[config.mk]
export PLATFORM = sky130hd
export DESIGN_NAME = pc_fetch_sequencer
export DESIGN_NICKNAME = d
export VERILOG_FILES = /design/src/rtl/pc_fetch_sequencer.sv
export SDC_FILE = /design/constraint.sdc
export NUM_CORES = 1
export LEC_CHECK = 0
export BUFFER_PORTS_ARGS = -buffer_cell sky130_fd_sc_hd__buf_4
export CAP_MARGIN = 20
export CORE_ASPECT_RATIO = 0.7
export CORE_MARGIN = 5
export CORE_UTILIZATION = 54
export CTS_BUF_LIST = sky130_fd_sc_hd__clkbuf_16
export DETAILED_ROUTE_END_ITERATION = 7
export PLACE_DENSITY = 0.86
export SKIP_CTS_REPAIR_TIMING = 1
export SLEW_MARGIN = 20
export SYNTH_ARGS = -nofsm -noshare
export SYNTH_HDL_FRONTEND = slang
export SYNTH_SLANG_ARGS = --single-unit
[constraint.sdc]
create_clock -name clk -period 4.95 [get_ports clk]
set_clock_uncertainty 0.1 [all_clocks]
set_input_delay 0.7425 -clock clk [delete_from_list [all_inputs] [get_ports clk]]
set_output_delay 0.7425 -clock clk [all_outputs]
set_load 0.01 [all_outputs]
[src/rtl/pc_fetch_sequencer.sv]
// ---------------------------------------------------------------------------
// pc_fetch_sequencer
//
// Owns the architectural program counter. Fetches one instruction at a time
// from instruction memory over a req/ack handshake, holds it for decode on a
// valid/ready handshake, and on acceptance steps the PC either sequentially
// (pc+4) or to a PC-relative branch target (pc+4+sext(imm16)<<2).
//
// Parameters
//   RESET_PC     PC loaded on reset (word aligned)
//   CNT_W        width of the retired-instruction counter
//
// Ports
//   clk          system clock, rising edge
//   rst_n        asynchronous active-low reset
//   start        one-cycle pulse, starts fetching from pc when idle
//   halt         level, at acceptance returns to idle instead of refetching
//   imem_req     fetch request to instruction memory
//   imem_addr    fetch address (always equals pc_out)
//   imem_ack     memory returns imem_rdata this cycle
//   imem_rdata   fetched instruction word
//   instr_out    registered instruction presented to decode
//   instr_valid  instr_out holds an unaccepted instruction
//   instr_ready  decode accepts instr_out this cycle
//   branch_taken branch decision for instr_out, sampled at acceptance
//   pc_out       current PC
//   retired      number of accepted instructions, wraps
//
// state | meaning
// ------+-------------------------------------------------------------
// IDLE  | no request outstanding, nothing presented; waits for start
// FETCH | imem_req high at pc, waiting for imem_ack
// ISSUE | instr_out valid, waiting for instr_ready; next pc chosen here
// ---------------------------------------------------------------------------
module pc_fetch_sequencer #(
    parameter logic [31:0] RESET_PC = 32'h0000_0000,
    parameter int          CNT_W    = 16
) (
    input  logic             clk,
    input  logic             rst_n,
    input  logic             start,
    input  logic             halt,
    output logic             imem_req,
    output logic [31:0]      imem_addr,
    input  logic             imem_ack,
    input  logic [31:0]      imem_rdata,
    output logic [31:0]      instr_out,
    output logic             instr_valid,
    input  logic             instr_ready,
    input  logic             branch_taken,
    output logic [31:0]      pc_out,
    output logic [CNT_W-1:0] retired
);

    typedef enum logic [1:0] {
        IDLE  = 2'd0,
        FETCH = 2'd1,
        ISSUE = 2'd2
    } state_t;

    state_t      state;
    logic [31:0] pc;

    // Next-PC datapath; all sums are modulo 2^32, carry-out dropped.
    logic [31:0] pc_seq;
    logic [31:0] branch_off;
    logic [31:0] pc_next;
    logic        accept;

    assign pc_seq     = pc + 32'd4;
    assign branch_off = {{14{instr_out[15]}}, instr_out[15:0], 2'b00};
    assign pc_next    = branch_taken ? (pc_seq + branch_off) : pc_seq;

    // instr_valid is only ever high in ISSUE, so ready outside ISSUE is
    // ignored by construction.
    assign accept = (state == ISSUE) && instr_valid && instr_ready;

    // The fetch address is the PC register itself, so it cannot drift from
    // pc_out and is registered.
    assign imem_addr = pc;
    assign pc_out    = pc;

    always_ff @(posedge clk or negedge rst_n) begin
        if (!rst_n) begin
            state       <= IDLE;
            pc          <= RESET_PC;
            imem_req    <= 1'b0;
            instr_out   <= 32'd0;
            instr_valid <= 1'b0;
            retired     <= '0;
        end else begin
            case (state)
                IDLE: begin
                    imem_req    <= 1'b0;
                    instr_valid <= 1'b0;
                    // halt is evaluated only at acceptance, so start wins here.
                    if (start) begin
                        state    <= FETCH;
                        imem_req <= 1'b1;
                    end
                end

                FETCH: begin
                    if (imem_ack) begin
                        instr_out   <= imem_rdata;
                        instr_valid <= 1'b1;
                        imem_req    <= 1'b0;
                        state       <= ISSUE;
                    end
                end

                ISSUE: begin
                    // Stray imem_ack here is ignored: instr_out only loads in FETCH.
                    if (accept) begin
                        pc          <= pc_next;
                        instr_valid <= 1'b0;
                        retired     <= retired + CNT_W'(1);
                        if (halt) begin
                            state    <= IDLE;
                            imem_req <= 1'b0;
                        end else begin
                            state    <= FETCH;
                            imem_req <= 1'b1;
                        end
                    end
                end

                default: begin
                    state       <= IDLE;
                    imem_req    <= 1'b0;
                    instr_valid <= 1'b0;
                end
            endcase
        end
    end

endmodule

# Yosys cells after proc, flatten, opt, wreduce, memory -nomap -nowiden
# Cells that the tools add are included.
[totals]
output_inout_bits = 114
register_bits = 84
elab_cells = 35
inputBits = 39
[op_classes]
reduce_logical = 7
add_sub_neg = 3
muxes = 14
eq_ne = 5
[ops]
columns = ["operator", "n"]
rows = [
  ["32-bit by 3-bit adder with 32-bit output (second input constant)", 1],
  ["32-bit adder", 1],
  ["32-bit two-way mux", 1],
  ["16-bit by 1-bit adder with 16-bit output (second input constant)", 1],
  ["1-bit two-way mux", 7],
  ["2-bit two-way mux", 3],
  ["2-bit != test (second input constant)", 3],
  ["2-bit one-hot mux with 3 select lines", 1],
  ["2-bit AND reduction", 3],
  ["1-bit one-hot mux with 3 select lines", 1],
  ["3-bit AND reduction", 1],
  ["2-bit by 1-bit equality test with 1-bit output (second input constant)", 1],
  ["2-bit equality test (second input constant)", 1],
  ["1-bit logical AND", 2],
  ["2-bit zero test", 1],
  ["1-bit one-hot mux with 2 select lines", 1],
]

# Longest topological paths before layout
# Gate-level depths: netlist of the first run.
[depth]
word_depth = 5
ltp_mapped = 18
mapped_depth_nobuf = 17

# Least setup slack after synthesis of the first run
# OpenSTA, ideal clock, no wires.
[synth_path]
path_type = "register -> register"
start = "register pc[2] (netlist: imem_addr[2])"
end = "register pc[24] (netlist: imem_addr[24])"
path_stages_with_launch = 18
setup_ns = 0.066
synth_period_minus_slack_ns = 3.717
arrival_time_ns = 3.551
setup_slack_ns = 1.233
path_buffers = 1
required_ns = 4.784
path_cell_list = "dfrtp_1 ha_1 and3_1 nand3_1 or2_1 clkbuf_1 nor2_1 xor2_1 ha_1 a211oi_1 nand2_1 o221a_2 and2_1 a21boi_2 o21ai_1 a31oi_1 mux2_1 nand2_1"
[synth_between]
elab_chain_cells = 3
[synth_rtl]
columns = ["item", "line", "source"]
rows = [
  ["start: declaration", "62", "logic [31:0] pc;"],
  ["start signal: assignment", "115", "pc <= pc_next;"],
  ["32-bit by 3-bit adder with 32-bit output (*)", "70", "assign pc_seq = pc + 32'd4;"],
  ["32-bit adder", "72", "assign pc_next = branch_taken ? (pc_seq + branch_off) : pc_seq;"],
  ["32-bit two-way mux (*)", "72", ""],
]
# Every way passes the cells marked *; elsewhere a longest branch is shown, timed or not.
# A chain may end at the register's enable or synchronous reset.

# Final worst setup path of the first run
[layout_path]
start = "register pc[2] (netlist: imem_addr[2])"
end = "register pc[31] (netlist: imem_addr[31])"
# Same word-level chain as after synthesis.

==> run summary, run 1 <==
status: complete, no violations
wire length on met1: 6860 microns
num rows: 32
RSZ-0062 raised after global routing: false
Root Buffer: clkbuf_16
Max Buffers Root-to-Sink: 2
Die Height: 98.1 microns
Syn-to-layout area delta: 21.3%
DP Cell Count: 895
WS Path Type: flop to flop
PwrDens: 691 nW/um^2
Fin. Hold Viols: 0
Inserted Diodes: 0
Synth cell types: 78
synth warn: 0
Starting DRT DRC Count: 663
fin nets: 831
Slew Limit Fails: 0
achievable frequency: 0.231 GHz
pre-CTS setup slack: 0.781 ns
Final Cell Area: 7260 sq um
setup ws final: 0.628 ns
final setup TNS: 0 ns
die width: 136 microns
Final Setup Violations: 0
IR drop worst, VDD: 0.383 mV
worst hold path type: input pin to async pin
DP Wirelength: 11800 microns
first-pass GRT wire length: 25900 microns
Num CTS Buffers: 9
die area: 13300 sq um
number of enable flip-flop cells after synthesis: 0
met2 routed WL: 7270 microns
final worst path period share: 87.3%
met3 WL post-DR: 1390 microns
Most used DFF post-synth: dfrtp_1
drt first pass iters: 5
Leakage: 3.50 nW
CP required: 5.13 ns
uppermost layer routed: met4
later-pin clock latency in the skew report: 0.35 ns
Routed WL per cell: 17.3 microns
grt total ovfl: 0
worst slew pin tran: 0.988 ns
Total Routing Usage GR: 23.9%
Initial Util: 54.8%
synthesized flop and latch total: 82
num ports: 153
layout cells sized above 1: 30.1%
max-cap violations: 0
clk sink count: 82
Post-DP Area: 6980 sq um
post-route insts no fill: 911
Vias per Instance: 5.78
critical path arrival: 4.50 ns
Post-route DRC: 0
top post-synthesis cells by count: dfrtp_1, nand2_1, a21oi_1, xnor2_1, ha_1
WHS: 0.245 ns
fill count: 877
fin crit period: 4.32 ns
Worst-path clk slew: 0.07 ns
CTS tree: built
number of global-route vias before repair: 5199
Area contributors post-synth: dfrtp_1, ha_1, mux2_2
cell with the most instances after synthesis: dfrtp_1
initial antenna violation count: 0
antenna viol nets, final: 0
share of flip-flops with an asynchronous set or reset: 100%
core area: 10900 sq um
Post-Route WL: 15800 microns
Mapped Area: 5990 sq um
via count: 5264
H-tree depth: 3
Post-Syn Instances: 644
CP Launch Type: flop
largest net degree at the start of global routing: 56
sequential area share after synthesis: 34.3%
critical path fanouts, max: 8
Slew HR: 34.1%
syn avg cell area: 9.30 sq um
Yosys top cell by area: dfrtp_1
routability cong.: 0.946
IO Port Bufs: 148
CP endpoint kind: flop
Synth top area share: 34.3%
[flip-flops by register name (all words and copies together) (netlist names)]
name,count
instr_out,32
imem_addr,30
retired,16
state,2
imem_req,1
instr_valid,1
[per-layer routing]
layer	global-route usage, %	vias up
li1	-	2491
met1	32.6	2489
met2	38.3	253
met3	6.33	31
met4	5.73	0
met5	0	-
[final timing paths]
check                           slack [ns]  depth (start not counted)    startpoint       endpoint
worst max-delay path                  0.63                         16  imem_addr[2]  imem_addr[31]
worst min-delay path                  0.25                          1         rst_n  instr_out[23]
worst min register to register        0.38                          1   retired[15]    retired[15]
min in group clk                      0.38                          1   retired[15]    retired[15]
max in group asynchronous             3.53                          2         rst_n  imem_addr[25]
worst max register to register        0.63                         16  imem_addr[2]  imem_addr[31]
[where the power goes]
group          internal (mW)  switching (mW)  leakage [nW]
Combinational           1.46            1.59          2.34
Sequential             0.926           0.388          1.03
Clock                  0.344           0.299         0.131
Total                   2.74            2.28          3.50
[area by class of cell]
class | count | area (sq um) | share of cell area, %
Clock buffer | 9 | 225 | 3.10
Clock inverter | 7 | 55.1 | 0.758
Inverter | 18 | 67.6 | 0.930
Multi-Input combinational cell | 490 | 3530 | 48.6
Sequential cell | 82 | 2050 | 28.3
Tap cell | 153 | 191 | 2.64
Timing Repair Buffer | 152 | 1140 | 15.7
[placed cells by master, fill, tap and decap left out, types with 3 or more instances in the layout]
master,instances
a211oi_1,5
a21o_1,9
a21oi_1,43
a22oi_1,5
a31oi_1,6
and3_1,13
buf_4,152
clkbuf_16,9
clkinvlp_4,3
conb_1,4
dfrtp_1,82
ha_1,38
inv_1,19
mux2_2,33
mux2i_1,6
nand2_1,61
nand2b_1,4
nand3_1,26
nand4_1,12
nor2_1,29
nor2b_1,3
nor3_1,15
o211ai_1,4
o21a_1,3
o21ai_0,36
o21ai_1,7
o21bai_1,5
or2_2,3
or3_1,3
xnor2_1,42
xor2_1,22
[cell families after synthesis]
family                     Yosys count  share of synthesized area [%]
AOI/OAI and AO/OA                  154                           16.8
xor gates and xnor gates            64                           9.36
adders and majority gates           39                           8.28
buffers and inverters               75                           6.98
DFF                                 82                           34.3
muxes                               41                           7.77
other                                1                         0.0626
and+or+nand+nor                    188                           16.4
[critical path, stage by stage, from the launching register on]
cell and delay, ns:
dfrtp_1 0.50, ha_1 0.19, and3_1 0.16, nand3_1 0.20, or2_1 0.39, nor2_1 0.21
xor2_1 0.22, ha_1 0.32, a21oi_1 0.24, o21ai_1 0.13, a211oi_1 0.26, o21ai_1 0.15
a41oi_4 0.34, o21ba_2 0.24, xnor2_1 0.09, a2111o_1 0.47, o211ai_2 0.06
[stage by stage]
step	power [mW]	utilization, %
2_1_floorplan	3.40	-
3_3_place_gp	4.22	63.9
3_5_place_dp	4.33	63.9
4_1_cts	5.00	66.4
5_1_grt	5.41	66.4
6_report	5.02	66.4
(Power assumes the default switching activity.)
==> inputs of run 2 (changes only) <==
- ABC_AREA: default -> 1
- CORE_UTILIZATION: 54 -> 50
- MAX_ROUTING_LAYER: default -> met4
- PLACE_DENSITY: 0.86 -> 0.8
==> run 2 against run 1 <==
Effect of this change: register-to-register slack improved by 0.81 ns; critical path type unchanged; die area increased by 17%; critical endpoint is now imem_addr[27]; fmax increased by 23%; design area increased by 9.2%; wire length increased by 26%; highest routed layer unchanged; sequential share of layout area decreased by 2.4 points; clock power increased by 7.6%; area after synthesis increased by 10%; global-route usage increased by 2.1 points; via count increased by 24%; setup slack improved by 0.81 ns; first-iteration DRC count decreased by 24%.
==> run summary, run 2 <==
status: complete, no violations
die width: 147 microns
Mapped Area: 6600 sq um
Num CTS Buffers: 9
Max Buffers Root-to-Sink: 2
Top reg by flops: instr_out
Post-DP Area: 7630 sq um
Routed WL per cell: 16.3 microns
most frequent cells in the layout: nand2_1, buf_4, inv_1
critical path buffer and inverter count: 2
crit-path cells: nand2_1, nor2_1, nand4_1, nor2_1, nand2_1, nor2_1, nand2_1, nand2_1, inv_1, ha_1, nand2_1, nor2_1, nand2_1, inv_1, nand3_1, nand4_1, nand3_1, nand2_1, nand2_1
routability cong.: 0.984
met3 usage: 8.01%
CP required: 5.08 ns
layout cells sized above 1: 20.5%
Power Total: 5.57 mW
DP Wirelength: 15700 microns
max-cap violations: 0
Top cell by count, worst path: nand2_1
IO Port Bufs: 148
clk sink count: 82
top post-synthesis cells by count: nand2_1, inv_1, dfrtp_1, nor2_1, nand3_1
Post-Route WL: 19800 microns
Yosys top cell by area: dfrtp_1
Final Setup Violations: 0
initial antenna violation count: 0
critical path fanouts, max: 6
syn avg cell area: 7.12 sq um
share of power burned in registers: 23.4%
Most used DFF post-synth: dfrtp_1
num rows: 35
worst hold path type: input pin to async pin
Starting DRT DRC Count: 501
drt first pass iters: 5
Vias per Instance: 5.36
switching share of power: 49.9%
Worst-path clk slew: 0.07 ns
final setup TNS: 0 ns
Leakage: 4.37 nW
WS Path Type: flop to flop
largest net degree at the start of global routing: 45
fin crit period: 3.52 ns
later-pin clock latency in the skew report: 0.34 ns
final worst path period share: 71.0%
met1 GRT Util: 35.8%
Synth top area share: 31.1%
max FFs per register: 32
grt total ovfl: 0
synth warn: 0
clock power share: 12.4%
Synth cell types: 40
antenna viol nets, final: 0
GR Util met2: 38.1%
sequential area share after synthesis: 31.1%
post-route insts no fill: 1213
switching power: 2.78 mW
CTS tree: built
number of global-route vias before repair: 6118
CP max stage cell: dfrtp_1
Slew Limit Fails: 0
Reg area: 2050 sq um
share of flip-flops with an asynchronous set or reset: 100%
Total Routing Usage GR: 26.0%
Area contributors post-synth: dfrtp_1, nand2_1, ha_1
first-pass GRT wire length: 31500 microns
Inserted Diodes: 0
num ports: 153
Combinational Power Share: 64.2%
CP endpoint kind: flop
fin nets: 1120
Post-route DRC: 0
worst slew pin tran: 1.00 ns
Pint: 2.79 mW
Final Cell Area: 7930 sq um
core area: 13100 sq um
via count: 6507
max incr delay on CP: 0.49 ns
cell with the most instances after synthesis: nand2_1
Initial Util: 50.6%
RSZ-0062 raised after global routing: false
number of enable flip-flop cells after synthesis: 0
synthesized flop and latch total: 82
Syn-to-layout area delta: 20.1%
PwrDens: 702 nW/um^2
delay-heaviest family, CP: simple AND/OR/NAND/NOR gates
fill count: 1220
Post-Syn Instances: 928
Slew HR: 33.1%
Die Height: 106 microns
die area: 15600 sq um
global route hottest layer: met2
multi-input logic area: 3830 sq um
achievable frequency: 0.284 GHz
Fin. Hold Viols: 0
IR drop worst, VDD: 0.562 mV
Root Buffer: clkbuf_16
most common cell after layout, fill and taps aside: nand2_1
DP Cell Count: 1197
critical path arrival: 3.65 ns
final core area utilization: 60.8%
H-tree depth: 3
CP Launch Type: flop
[run 2: cell count changes in the layout (fill, tap and decap cells not counted), sizes merged, moves of 18 or more]
cell | previous run | this run
o21ai | 44 | 26
inv | 21 | 115
nor2 | 33 | 84
xnor2 | 42 | 16
nand2 | 62 | 289
nand3 | 29 | 65
[run 2: layer usage]
metal / vias up / part of all wire [%]
met2: 289 / 42
li1: 3161 / -
met3: 29 / 11
met4: 0 / 1.8
met5: - / 0
met1: 3028 / 45
[run 2: worst reg2reg max path: stages, from the launching register on]
cell	delay (ns)
dfrtp_1	0.49
nand2_1	0.21
nor2_1	0.19
nand4_1	0.25
nor2_1	0.24
nand2_1	0.10
nor2_1	0.11
nand2_1	0.06
nand2_1	0.11
inv_1	0.06
ha_1	0.38
nand2_1	0.13
nor2_1	0.26
nand2_1	0.09
inv_1	0.07
nand3_1	0.19
nand4_1	0.13
nand3_1	0.11
nand2_1	0.09
nand2_1	0.05
[run 2: per-stage QoR]
| stage | setup slack, ns | hold slack (ns) |
|---|---|---|
| 6_report | 1.43 | 0.282 |
| 5_1_grt | 1.15 | 0.343 |
| 4_1_cts | 1.49 | 0.314 |
| 3_5_place_dp | 1.51 | 0.379 |
| 3_3_place_gp | 1.50 | 0.366 |
| 2_1_floorplan | 2.30 | 0.347 |
[run 2: final timing paths]
| kind | from | to | cells after the start | slack [ns] |
|---|---|---|---|---|
| worst min-delay path | rst_n | imem_addr[30] | 1 | 0.28 |
| worst max register to register | imem_addr[9] | imem_addr[27] | 19 | 1.43 |
| min in group clk | retired[15] | retired[15] | 1 | 0.38 |
| max in group asynchronous | rst_n | imem_addr[9] | 2 | 3.47 |
| worst max-delay path | imem_addr[9] | imem_addr[27] | 19 | 1.43 |
| worst min register to register | retired[15] | retired[15] | 1 | 0.38 |
[run 2: area by class of cell]
class	count	share of cell area (%)
well taps	166	2.62
clock buffers	9	2.84
multi-input cells	687	48.2
repair buffers	149	14.1
flip-flops and latches	82	25.9
clock inverters	7	0.978
inverters	113	5.35
[run 2: kinds of logic (layout without fill, tap and decap cells)]
logic type      count (synthesis)  after routing  synth area share [%]
simple gates                  472            472                  30.6
buf+inv                       162            278                  11.2
compound gates                 92             92                  7.73
flops                          82             82                  31.1
xor+xnor                       49             49                  6.50
fa+ha+maj                      39             39                  7.50
mux                            31             31                  5.29
other cells                     1              4                0.0568
[run 2: power groups by stage]
stage	registers, mW	logic (mW)	clock network (mW)
final	1.30	3.57	0.692
after global routing	1.35	3.97	0.728
after CTS	1.30	3.55	0.702
after floorplan	1.33	2.34	0
after detailed placement	1.31	3.52	0
after global placement	1.30	3.51	0
